### src/rtl/aes_key_sequencer_pkg.sv
// Shared AES definitions for the key sequencer and the encryption path.
//   - seq_state_e : sequencer FSM states
//   - ROUND_INIT / ROUND_10 : first and last round numbers for AES-128
//   - rcon_lookup : round constant indexed by target round 1..10
//   - gf_mul / sbox : GF(2^8) multiply and AES S-box byte lookup
package aes_key_sequencer_pkg;

    typedef enum logic [1:0] {
        IDLE   = 2'd0,
        LAUNCH = 2'd1,
        RUN    = 2'd2
    } seq_state_e;

    localparam logic [3:0] ROUND_INIT = 4'd0;
    localparam logic [3:0] ROUND_10   = 4'd10;

    function automatic logic [7:0] rcon_lookup(input logic [3:0] round);
        logic [7:0] rc;
        case (round)
            4'd1:    rc = 8'h01;
            4'd2:    rc = 8'h02;
            4'd3:    rc = 8'h04;
            4'd4:    rc = 8'h08;
            4'd5:    rc = 8'h10;
            4'd6:    rc = 8'h20;
            4'd7:    rc = 8'h40;
            4'd8:    rc = 8'h80;
            4'd9:    rc = 8'h1b;
            4'd10:   rc = 8'h36;
            default: rc = 8'h00;
        endcase
        return rc;
    endfunction

    // Multiply in GF(2^8) modulo x^8+x^4+x^3+x+1.
    function automatic logic [7:0] gf_mul(input logic [7:0] a, input logic [7:0] b);
        logic [7:0] p;
        logic [7:0] aa;
        p  = 8'h00;
        aa = a;
        for (int i = 0; i < 8; i++) begin
            if (b[i]) p = p ^ aa;
            aa = {aa[6:0], 1'b0} ^ (aa[7] ? 8'h1b : 8'h00);
        end
        return p;
    endfunction

    // S-box computed as affine(x^254); x^254 is the multiplicative inverse
    // (and maps 0 to 0). Built as x^2 * x^4 * ... * x^128.
    function automatic logic [7:0] sbox(input logic [7:0] x);
        logic [7:0] sq;
        logic [7:0] inv;
        logic [7:0] b;
        sq  = x;
        inv = 8'h01;
        for (int i = 1; i < 8; i++) begin
            sq  = gf_mul(sq, sq);
            inv = gf_mul(inv, sq);
        end
        b = inv;
        return b ^ {b[6:0], b[7]} ^ {b[5:0], b[7:6]} ^ {b[4:0], b[7:5]}
                 ^ {b[3:0], b[7:4]} ^ 8'h63;
    endfunction

endpackage

### src/rtl/aes_key_sequencer_expand.sv
// One AES-128 key-expansion step, purely combinational.
//   key_i  [127:0] current round key, key_i[127:96] is word w0
//   rcon_i [7:0]   round constant for the target round
//   key_o  [127:0] next round key
module aes_key_expand_step
    import aes_key_sequencer_pkg::*;
(
    input  logic [127:0] key_i,
    input  logic [7:0]   rcon_i,
    output logic [127:0] key_o
);

    logic [31:0] w0, w1, w2, w3;
    logic [31:0] rot_w3;
    logic [31:0] sub_w3;
    logic [31:0] t;
    logic [31:0] n0, n1, n2, n3;

    assign {w0, w1, w2, w3} = key_i;
    assign rot_w3 = {w3[23:0], w3[31:24]};

    for (genvar i = 0; i < 4; i++) begin : g_sbox
        assign sub_w3[8*i +: 8] = sbox(rot_w3[8*i +: 8]);
    end

    assign t  = sub_w3 ^ {rcon_i, 24'h0};
    assign n0 = w0 ^ t;
    assign n1 = w1 ^ n0;
    assign n2 = w2 ^ n1;
    assign n3 = w3 ^ n2;

    assign key_o = {n0, n1, n2, n3};

endmodule

### src/rtl/aes_key_sequencer.sv
// Round controller and on-the-fly key expander feeding the AES round engine.
//   clk_in, rst_n_in      clock, async active-low reset
//   start_in, data_in,    new block request with plaintext and cipher key,
//   key_in                accepted only while ready_out=1
//   next_round_in         engine level; each rising edge advances one round
//   valid_in              engine block done; honoured only in RUN at round 10
//   ready_out, init_out   idle indicator, one-cycle launch pulse
//   data_out, round_out,  latched plaintext, current round, its round key
//   key_out
//
// state  | meaning
// IDLE   | waiting for start_in, ready_out high
// LAUNCH | init_out high for one cycle
// RUN    | stepping rounds on next_round_in rises until valid_in at round 10
module aes_key_sequencer
    import aes_key_sequencer_pkg::*;
(
    input  logic         clk_in,
    input  logic         rst_n_in,
    input  logic         start_in,
    input  logic [127:0] data_in,
    input  logic [127:0] key_in,
    input  logic         next_round_in,
    input  logic         valid_in,
    output logic         ready_out,
    output logic         init_out,
    output logic [127:0] data_out,
    output logic [3:0]   round_out,
    output logic [127:0] key_out
);

    seq_state_e   state_q, state_d;
    logic         nr_q;
    logic [3:0]   round_q, round_d;
    logic [127:0] key_q, key_d;
    logic [127:0] data_q, data_d;
    logic [127:0] key_next;
    logic         advance;

    aes_key_expand_step u_expand (
        .key_i  (key_q),
        .rcon_i (rcon_lookup(round_q + 4'd1)),
        .key_o  (key_next)
    );

    // nr_q tracks the level in every state, so a level already high when
    // RUN is entered does not count as a rise.
    assign advance = next_round_in & ~nr_q;

    always_comb begin
        state_d = state_q;
        round_d = round_q;
        key_d   = key_q;
        data_d  = data_q;
        case (state_q)
            IDLE: begin
                if (start_in) begin
                    data_d  = data_in;
                    key_d   = key_in;
                    round_d = ROUND_INIT;
                    state_d = LAUNCH;
                end
            end
            LAUNCH: begin
                state_d = RUN;
            end
            RUN: begin
                if (valid_in && round_q == ROUND_10) begin
                    state_d = IDLE;
                end else if (advance && round_q != ROUND_10) begin
                    round_d = round_q + 4'd1;
                    key_d   = key_next;
                end
            end
            default: begin
                state_d = IDLE;
            end
        endcase
    end

    always_ff @(posedge clk_in or negedge rst_n_in) begin
        if (!rst_n_in) begin
            state_q <= IDLE;
            nr_q    <= 1'b0;
            round_q <= ROUND_INIT;
            key_q   <= '0;
            data_q  <= '0;
        end else begin
            state_q <= state_d;
            nr_q    <= next_round_in;
            round_q <= round_d;
            key_q   <= key_d;
            data_q  <= data_d;
        end
    end

    assign ready_out = (state_q == IDLE);
    assign init_out  = (state_q == LAUNCH);
    assign data_out  = data_q;
    assign round_out = round_q;
    assign key_out   = key_q;

endmodule
### config.mk
export PLATFORM = sky130hd
export DESIGN_NAME = aes_key_sequencer
export DESIGN_NICKNAME = d
export VERILOG_FILES = /design/src/rtl/aes_key_sequencer_pkg.sv /design/src/rtl/aes_key_sequencer_expand.sv /design/src/rtl/aes_key_sequencer.sv
export SDC_FILE = /design/constraint.sdc
export NUM_CORES = 2
export LEC_CHECK = 0
export BUFFER_PORTS_ARGS = -buffer_cell sky130_fd_sc_hd__buf_4
export CAP_MARGIN = 20
export CORE_MARGIN = 3
export CORE_UTILIZATION = 50
export DETAILED_ROUTE_END_ITERATION = 16
export PLACE_DENSITY = 0.66
export SLEW_MARGIN = 5
export SYNTH_ARGS = -nofsm -noshare
export SYNTH_HDL_FRONTEND = slang
export SYNTH_SLANG_ARGS = --single-unit
### constraint.sdc
create_clock -name clk_in -period 28.5 [get_ports clk_in]
set_input_delay 2.85 -clock clk_in [delete_from_list [all_inputs] [get_ports clk_in]]
set_output_delay 2.85 -clock clk_in [all_outputs]
set_load 0.02 [all_outputs]
After elaboration in Yosys (flattened, before gate mapping)
Memory sizes are Yosys's and may differ from the RTL's.
Index checks and enable logic that the tools add are counted.
{"block": "word_totals", "ff_bits": 263, "romBits": 128, "inputBits": 261, "out_inout_bits": 262, "wordCells": 1628, "memories": 1}
{"name": "(no name shown)", "words": 16, "width": 8, "rd": 1, "rd_clocked_by_memory_dff": 0, "wr": 0, "line": "aes_key_sequencer_pkg.sv:19", "rtl": "case (round)"}
{"block": "classes", "n_addsub": 1, "n_eq_ne": 8, "mux": 823, "n_bitwise": 783, "reduce_logical": 7}
{"cell": "8-bit bitwise XOR", "n": 744}
{"cell": "8-bit 2-to-1 mux", "n": 420}
{"cell": "5-bit 2-to-1 mux", "n": 368}
{"cell": "128-bit 2-to-1 mux", "n": 3}
{"cell": "128-bit case mux with 2 select lines", "n": 1}
{"cell": "32-bit bitwise XOR", "n": 5}
{"cell": "4-bit 2-to-1 mux", "n": 7}
{"cell": "7-bit 2-to-1 mux", "n": 4}
{"cell": "1-bit NOT, first input constant", "n": 28}
{"cell": "6-bit 2-to-1 mux", "n": 4}
{"cell": "4-bit NOT", "n": 4}
{"cell": "2-bit 2-to-1 mux", "n": 6}
{"cell": "3-bit 2-to-1 mux", "n": 4}
{"cell": "2-bit inequality test, second input constant", "n": 4}
{"cell": "4-bit case mux with 2 select lines", "n": 1}
{"cell": "2-bit case mux with 3 select lines", "n": 1}
{"cell": "4-bit by 1-bit adder with 4-bit output, second input constant", "n": 1}
{"cell": "4-bit equality test, second input constant", "n": 1}
{"cell": "1-bit 2-to-1 mux", "n": 4}
{"cell": "4-bit inequality test, second input constant", "n": 1}
{"cell": "2-bit AND reduction", "n": 2}
{"cell": "4-bit AND reduction", "n": 1}
{"cell": "2-bit by 1-bit equality test with 1-bit output, second input constant", "n": 1}
{"cell": "2-bit equality test, second input constant", "n": 1}
{"cell": "other kinds (5)", "n": 6}

Depth between registers and ports, before layout
{"block": "logic_depth", "ltp_word": 140, "ltp_mapped": 68, "mapped_depth_nobuf": 57}

Cells and area by module
From an unflattened synthesis, not the netlist that was laid out.
{"block": "unflattened", "cells_unflattened": 8634, "hier_area_um2": 68964.9}
{"module": "aes_key_expand_step", "n_inst": 1, "cells_per_inst": 7731, "area_each_um2": 57737.9, "seq_area_each_um2": 0.0}
{"module": "aes_key_sequencer", "n_inst": 1, "cells_per_inst": 903, "area_each_um2": 11227.0, "seq_area_each_um2": 6581.3}

Least setup slack after synthesis
No wires, ideal clock.
{"block": "synth_path", "path_kind": "register to register", "start": "register key_q[16], in the netlist key_out[16]", "end": "register key_q[31], in the netlist key_out[31]", "setup_time_ns": 0.079, "t_arrival_ns": 15.944, "required_ns": 28.421, "slack_ns": 12.477, "path_stages_with_launch": 61, "n_path_buf": 4, "period_less_slack_ns": 16.023, "cell_sequence": "dfrtp_1 -> ha_1 -> buf_2 -> mux2i_1 -> xnor3_1 -> xnor2_4 -> xnor2_1 -> ha_1 -> clkbuf_1 -> clkinv_1 -> xnor3_1 -> a21oi_1 -> or4_1 -> nand2_2 -> xnor2_1 -> xnor2_2 -> nand2_1 -> o211a_1 -> [... 25 more ...] -> xnor2_2 -> nor2_1 -> a21oi_1 -> xor3_2 -> xnor3_1 -> xnor2_4 -> xor2_4 -> xnor2_1 -> xnor2_1 -> nor2_1 -> xnor2_2 -> xnor2_1 -> xnor3_1 -> xnor3_1 -> xnor3_1 -> xnor3_1 -> a21oi_1 -> a2bb2oi_1"}
{"block": "synth_between", "elab_chain_len": 135, "elab_cells_between_ends": 390, "cone_classes": "199 x mux; 191 x bitwise"}
{"element": "from (decl)", "line": "aes_key_sequencer.sv:35", "rtl": "logic [127:0] key_q, key_d;"}
{"element": "from (signal assigned)", "line": "aes_key_sequencer.sv:92", "rtl": "key_q <= key_d;"}
{"element": "8-bit 2-to-1 mux", "line": "aes_key_sequencer_pkg.sv:42", "rtl": "if (b[i]) p = p ^ aa;"}
{"element": "8-bit bitwise XOR", "line": "aes_key_sequencer_pkg.sv:42"}
{"element": "8-bit 2-to-1 mux", "line": "aes_key_sequencer_pkg.sv:42"}
{"element": "8-bit bitwise XOR", "line": "aes_key_sequencer_pkg.sv:42"}
{"element": "8-bit 2-to-1 mux", "line": "aes_key_sequencer_pkg.sv:42"}
{"element": "8-bit bitwise XOR", "line": "aes_key_sequencer_pkg.sv:42"}
{"element": "8-bit 2-to-1 mux", "line": "aes_key_sequencer_pkg.sv:42"}
{"element": "8-bit bitwise XOR", "line": "aes_key_sequencer_pkg.sv:42"}
{"element": "[... 119 more ...]"}
{"element": "32-bit bitwise XOR *", "line": "aes_key_sequencer_expand.sv:26", "rtl": "assign t = sub_w3 ^ {rcon_i, 24'h0};"}
{"element": "32-bit bitwise XOR *", "line": "aes_key_sequencer_expand.sv:27", "rtl": "assign n0 = w0 ^ t;"}
{"element": "32-bit bitwise XOR *", "line": "aes_key_sequencer_expand.sv:28", "rtl": "assign n1 = w1 ^ n0;"}
{"element": "32-bit bitwise XOR *", "line": "aes_key_sequencer_expand.sv:29", "rtl": "assign n2 = w2 ^ n1;"}
{"element": "32-bit bitwise XOR *", "line": "aes_key_sequencer_expand.sv:30", "rtl": "assign n3 = w3 ^ n2;"}
{"element": "128-bit 2-to-1 mux *", "line": "aes_key_sequencer.sv:70", "rtl": "end else if (advance && round_q != ROUND_10) begin"}
{"element": "128-bit 2-to-1 mux *", "line": "aes_key_sequencer.sv:68", "rtl": "if (valid_in && round_q == ROUND_10) begin"}
{"element": "128-bit case mux with 2 select lines *", "line": "aes_key_sequencer.sv:55", "rtl": "case (state_q)"}
Every way passes the cells marked *; elsewhere a longest branch is shown, timed or not. The select of a mux whose other input is x is not followed.
A chain may end at the register's enable or synchronous reset.

Worst setup path in the final report
{"block": "layout_path", "start": "register key_q[23], in the netlist key_out[23]", "end": "register key_q[31], in the netlist key_out[31]"}
{"block": "layout_between", "elab_chain_len": 136, "elab_cells_between_ends": 393, "cone_classes": "202 x mux; 191 x bitwise"}
{"element": "5-bit 2-to-1 mux", "line": "aes_key_sequencer_pkg.sv:43", "rtl": "aa = {aa[6:0], 1'b0} ^ (aa[7] ? 8'h1b : 8'h00);"}
{"element": "8-bit bitwise XOR", "line": "aes_key_sequencer_pkg.sv:43"}
{"element": "8-bit bitwise XOR", "line": "aes_key_sequencer_pkg.sv:42"}
{"element": "8-bit 2-to-1 mux", "line": "aes_key_sequencer_pkg.sv:42"}
{"element": "8-bit bitwise XOR", "line": "aes_key_sequencer_pkg.sv:42"}
{"element": "8-bit 2-to-1 mux", "line": "aes_key_sequencer_pkg.sv:42"}
{"element": "8-bit bitwise XOR", "line": "aes_key_sequencer_pkg.sv:42"}
{"element": "8-bit 2-to-1 mux", "line": "aes_key_sequencer_pkg.sv:42"}
{"element": "[... 120 more ...]"}
{"element": "32-bit bitwise XOR *", "line": "aes_key_sequencer_expand.sv:26"}
{"element": "32-bit bitwise XOR *", "line": "aes_key_sequencer_expand.sv:27"}
{"element": "32-bit bitwise XOR *", "line": "aes_key_sequencer_expand.sv:28"}
{"element": "32-bit bitwise XOR *", "line": "aes_key_sequencer_expand.sv:29"}
{"element": "32-bit bitwise XOR *", "line": "aes_key_sequencer_expand.sv:30"}
{"element": "128-bit 2-to-1 mux *", "line": "aes_key_sequencer.sv:70"}
{"element": "128-bit 2-to-1 mux *", "line": "aes_key_sequencer.sv:68"}
{"element": "128-bit case mux with 2 select lines *", "line": "aes_key_sequencer.sv:55"}
Marks and branches as above.

==> Implementation_results.wiki <==
{| class="wikitable"
! Metric !! Value
|-
| Outcome || finished, final reports clean
|-
| Maximum clock frequency || roughly 0.050 GHz
|-
| Finished Cell Area || about 0.074 mm²
|-
| Worst Hold Path Cells || 2
|-
| DRC viols || 0
|-
| Total Nets Final || 9513
|-
| Slowest stage cell on the critical path || dfrtp_1
|-
| Number of buffers on the longest clock path || 3
|-
| Area added between synthesis and finish || 11.0%
|-
| Antenna violations before repair || 10
|-
| Number of hold-slack violations in the final timing report || 0
|-
| Critical Path Sink Type || flop
|-
| Transition time of the tightest slew-check pin || between 1 and 1.5 ns
|-
| Largest net degree at the start of global routing || roughly 160
|-
| Area of the placeable core || 0.132 mm²
|-
| Num CTS Buffers || 31
|-
| Critical path data required time || slightly below 30 ns
|-
| Average instance area after synthesis || between 7 and 8 µm²
|-
| Type of origin of the critical path || flop
|-
| Number of maximum-capacitance constraint violations || 0
|-
| Share of the clock period used by the worst path after layout || between 60 and 70%
|-
| Average wire per standard cell || 20.9 µm
|-
| Biggest area consumer among synthesized cells || xnor2_1
|-
| Count of buffers from port buffering || 522
|-
| Aggregate routed wire length || approximately 230 mm
|-
| CTS Hold Bufs || 0
|-
| Class of the tightest hold or removal check || reg -> reg
|-
| Initial core utilization || just over 50%
|-
| Placement-stage cell area || roughly 0.073 mm²
|-
| Global placement routability congestion || around 0.93
|-
| Die height || 371 µm
|-
| Crit-path max FO || 22
|-
| Sequential cell area fraction in the yosys report || slightly below 10%
|-
| Netlist area before placement || around 0.066 mm²
|-
| Crit-path max cell delay || a little under 0.9 ns
|-
| Floorplan row count || between 100 and 150
|-
| Number of instances in the synthesized netlist || ~9000
|-
| Yosys warns || 0
|-
| Total global routing track utilization || approximately a third
|-
| Detailed-routing iteration count for the pre-antenna-repair pass || 8
|-
| Worst setup slack before clock tree synthesis || around 9.0 ns
|-
| Die span in x || 371 µm
|-
| Latest clock arrival within the worst-skew pair || ~0.63 ns
|-
| Number of instances in the placed design || roughly 11000
|-
| I/O pins || 523
|-
| Number of flops mapped to enable cells by yosys || 0
|-
| Post-layout min period || 19.92 ns
|-
| Mapped Nets || ~9300
|-
| DRC violation total after the first TritonRoute iteration || roughly 7000
|-
| Total count of max-transition violations in the final report || 0
|-
| Number of global-route vias before repair || between 60000 and 70000
|-
| Setup total negative slack || 0 ns
|-
| Netlist cell types || 108
|-
| Remaining max-slew budget at the tightest pin || 20.2%
|-
| Data arrival at the endpoint of the critical path || between 20 and 25 ns
|-
| First-pass GRT wire length || about 360 mm
|-
| Synth Flop Type || dfrtp_1
|-
| Die Area || approximately 0.14 mm²
|-
| Number of filler instances in the final layout || 12700
|-
| Area of the multi-input gates || about 0.057 mm²
|-
| Layout cell share with drive strength beyond 1 || 12.1%
|-
| Async SR Flop Fraction || 100%
|-
| Residual overflow from global routing || 0
|-
| # Post-CTS Setup Buffers || 0
|-
| Ranking of synthesized cells by area || xnor2_1 (23%), dfrtp_1 (9.9%), xnor3_1 (9.7%), nor2_1 (7.3%), xor2_1 (6.7%)
|-
| CTS tree || built
|-
| Number of cell instances on the worst register-to-register path || 57
|-
| Clock root buffer || clkbuf_16
|-
| Clock edge transition at the registers on the reported setup and hold paths || 0.06 ns
|-
| Post-cts repair resize count || 0
|-
| Number of standard cells in the final layout excluding fillers || 11000
|-
| Flop and latch count out of synthesis || 263
|-
| Unrepaired setup endpoints after global routing || no
|-
| Share of Yosys cell area claimed by the top area cell type || between 20% and 30%
|-
| Via total after detailed routing || between 60000 and 70000
|-
| Worst Setup Slack, final || approximately 8.6 ns
|-
| CTS H-tree depth || 1
|-
| Crit path top cell by count || xnor2_1
|-
| Clock net sink count || approximately 260
|-
| Setup Skew || between 0.03 and 0.04 ns
|-
| Worst Setup Path Type || reg -> reg
|-
| Count of final setup violators || 0
|-
| Sequential cell area || ~0.0066 mm²
|-
| Sum of net half-perimeters after detailed placement || about 170 mm
|-
| Count of nets left with antenna violations after detail routing || 0
|-
| Avg Vias per Cell || between 5 and 6
|}
[sequential cells by signal, summed over array words and instances, names as in the netlist]
register	flops
round_out	4
state_q	2
data_out	128
nr_q	1
key_out	128
[metal layers]
metal | share of wire [%] | track usage [%]
met1 | 42 | 42.9
met3 | 8.9 | 6.37
met2 | 46 | 50.9
met4 | 3.8 | 11.2
met5 | 0.0056 | 0
[cells in the mapped netlist, drive strengths merged (154+ instances only)]
cell,instances
xnor2,1765
dfrtp,263
a21oi,486
xor2,527
nand2,1179
buf,154
clkbuf,438
nor3,226
o21ai,496
nor2,1299
xnor3,307
mux2i,214
nand3,158
[cell type report]
type	count	area share [%]
tap	1755	2.98
clock inverter	17	0.217
timing repair buffer	807	8.24
inverter	121	0.619
sequential	263	8.93
multi-input combinational	8003	77.8
antenna	10	0.0339
clock buffer	39	1.16
[worst max-delay path, delay by kind of cell, from the launching register on]
kind	cells	cell delay, ns
flip-flops	1	0.87
buffers and inverters	3	0.73
AO/OA/AOI/OAI	10	3.38
adder cells (fa/ha/maj)	3	1.31
AND/OR/NAND/NOR	13	3.79
multiplexers	5	1.28
XOR/XNOR	23	8.46
[cells in the final DEF, fill, tap and decap left out, types with 42 or more instances in the layout]
| master | n |
|---|---|
| mux2i_1 | 213 |
| xnor2_1 | 1680 |
| nor3_1 | 225 |
| a31oi_1 | 94 |
| a22oi_1 | 60 |
| nand2b_1 | 56 |
| xnor2_2 | 73 |
| nor2b_1 | 61 |
| nand2_1 | 1174 |
| nand3_1 | 158 |
| dfrtp_1 | 263 |
| o211ai_1 | 57 |
| mux2_2 | 42 |
| buf_4 | 803 |
| inv_1 | 99 |
| nor2_1 | 1293 |
| xnor3_1 | 286 |
| o22ai_1 | 133 |
| xor2_1 | 500 |
| a21oi_1 | 485 |
| and3_1 | 45 |
| a211oi_1 | 80 |
| and2_1 | 49 |
| o21ai_0 | 484 |
[path summary, 6_finish.rpt]
kind,slack (ns),startpoint,to
max,8.58,key_out[23],key_out[31]
min,0.47,data_out[63],data_out[63]
max reg2reg,8.58,key_out[23],key_out[31]
min reg2reg,0.47,data_out[63],data_out[63]
max in group asynchronous,24.76,rst_n_in,key_out[54]
min in group asynchronous,2.23,rst_n_in,data_out[117]
[through the flow]
step                      util (%)  hold WS (ns)
after floorplan                  -         0.589
after global placement        55.1         0.459
after detailed placement      55.1         0.463
after CTS                     55.9         0.479
after global routing          55.9         0.498
final                         55.9         0.475
[cell families (layout without fill, tap and decap cells)]
logic type,count (synthesis),after routing,synth area share [%]
AND/OR/NAND/NOR,3248,3248,20.7
XOR/XNOR,2636,2636,43.2
AO/OA/AOI/OAI,1832,1832,17.4
buffers and inverters,713,984,4.27
flip-flops,263,263,9.90
multiplexers,259,259,4.04
adder cells (fa/ha/maj),28,28,0.516
other,0,10,0
Power is not shown: default switching activity piles up to over one toggle a cycle in this logic, so the estimate is an artifact.
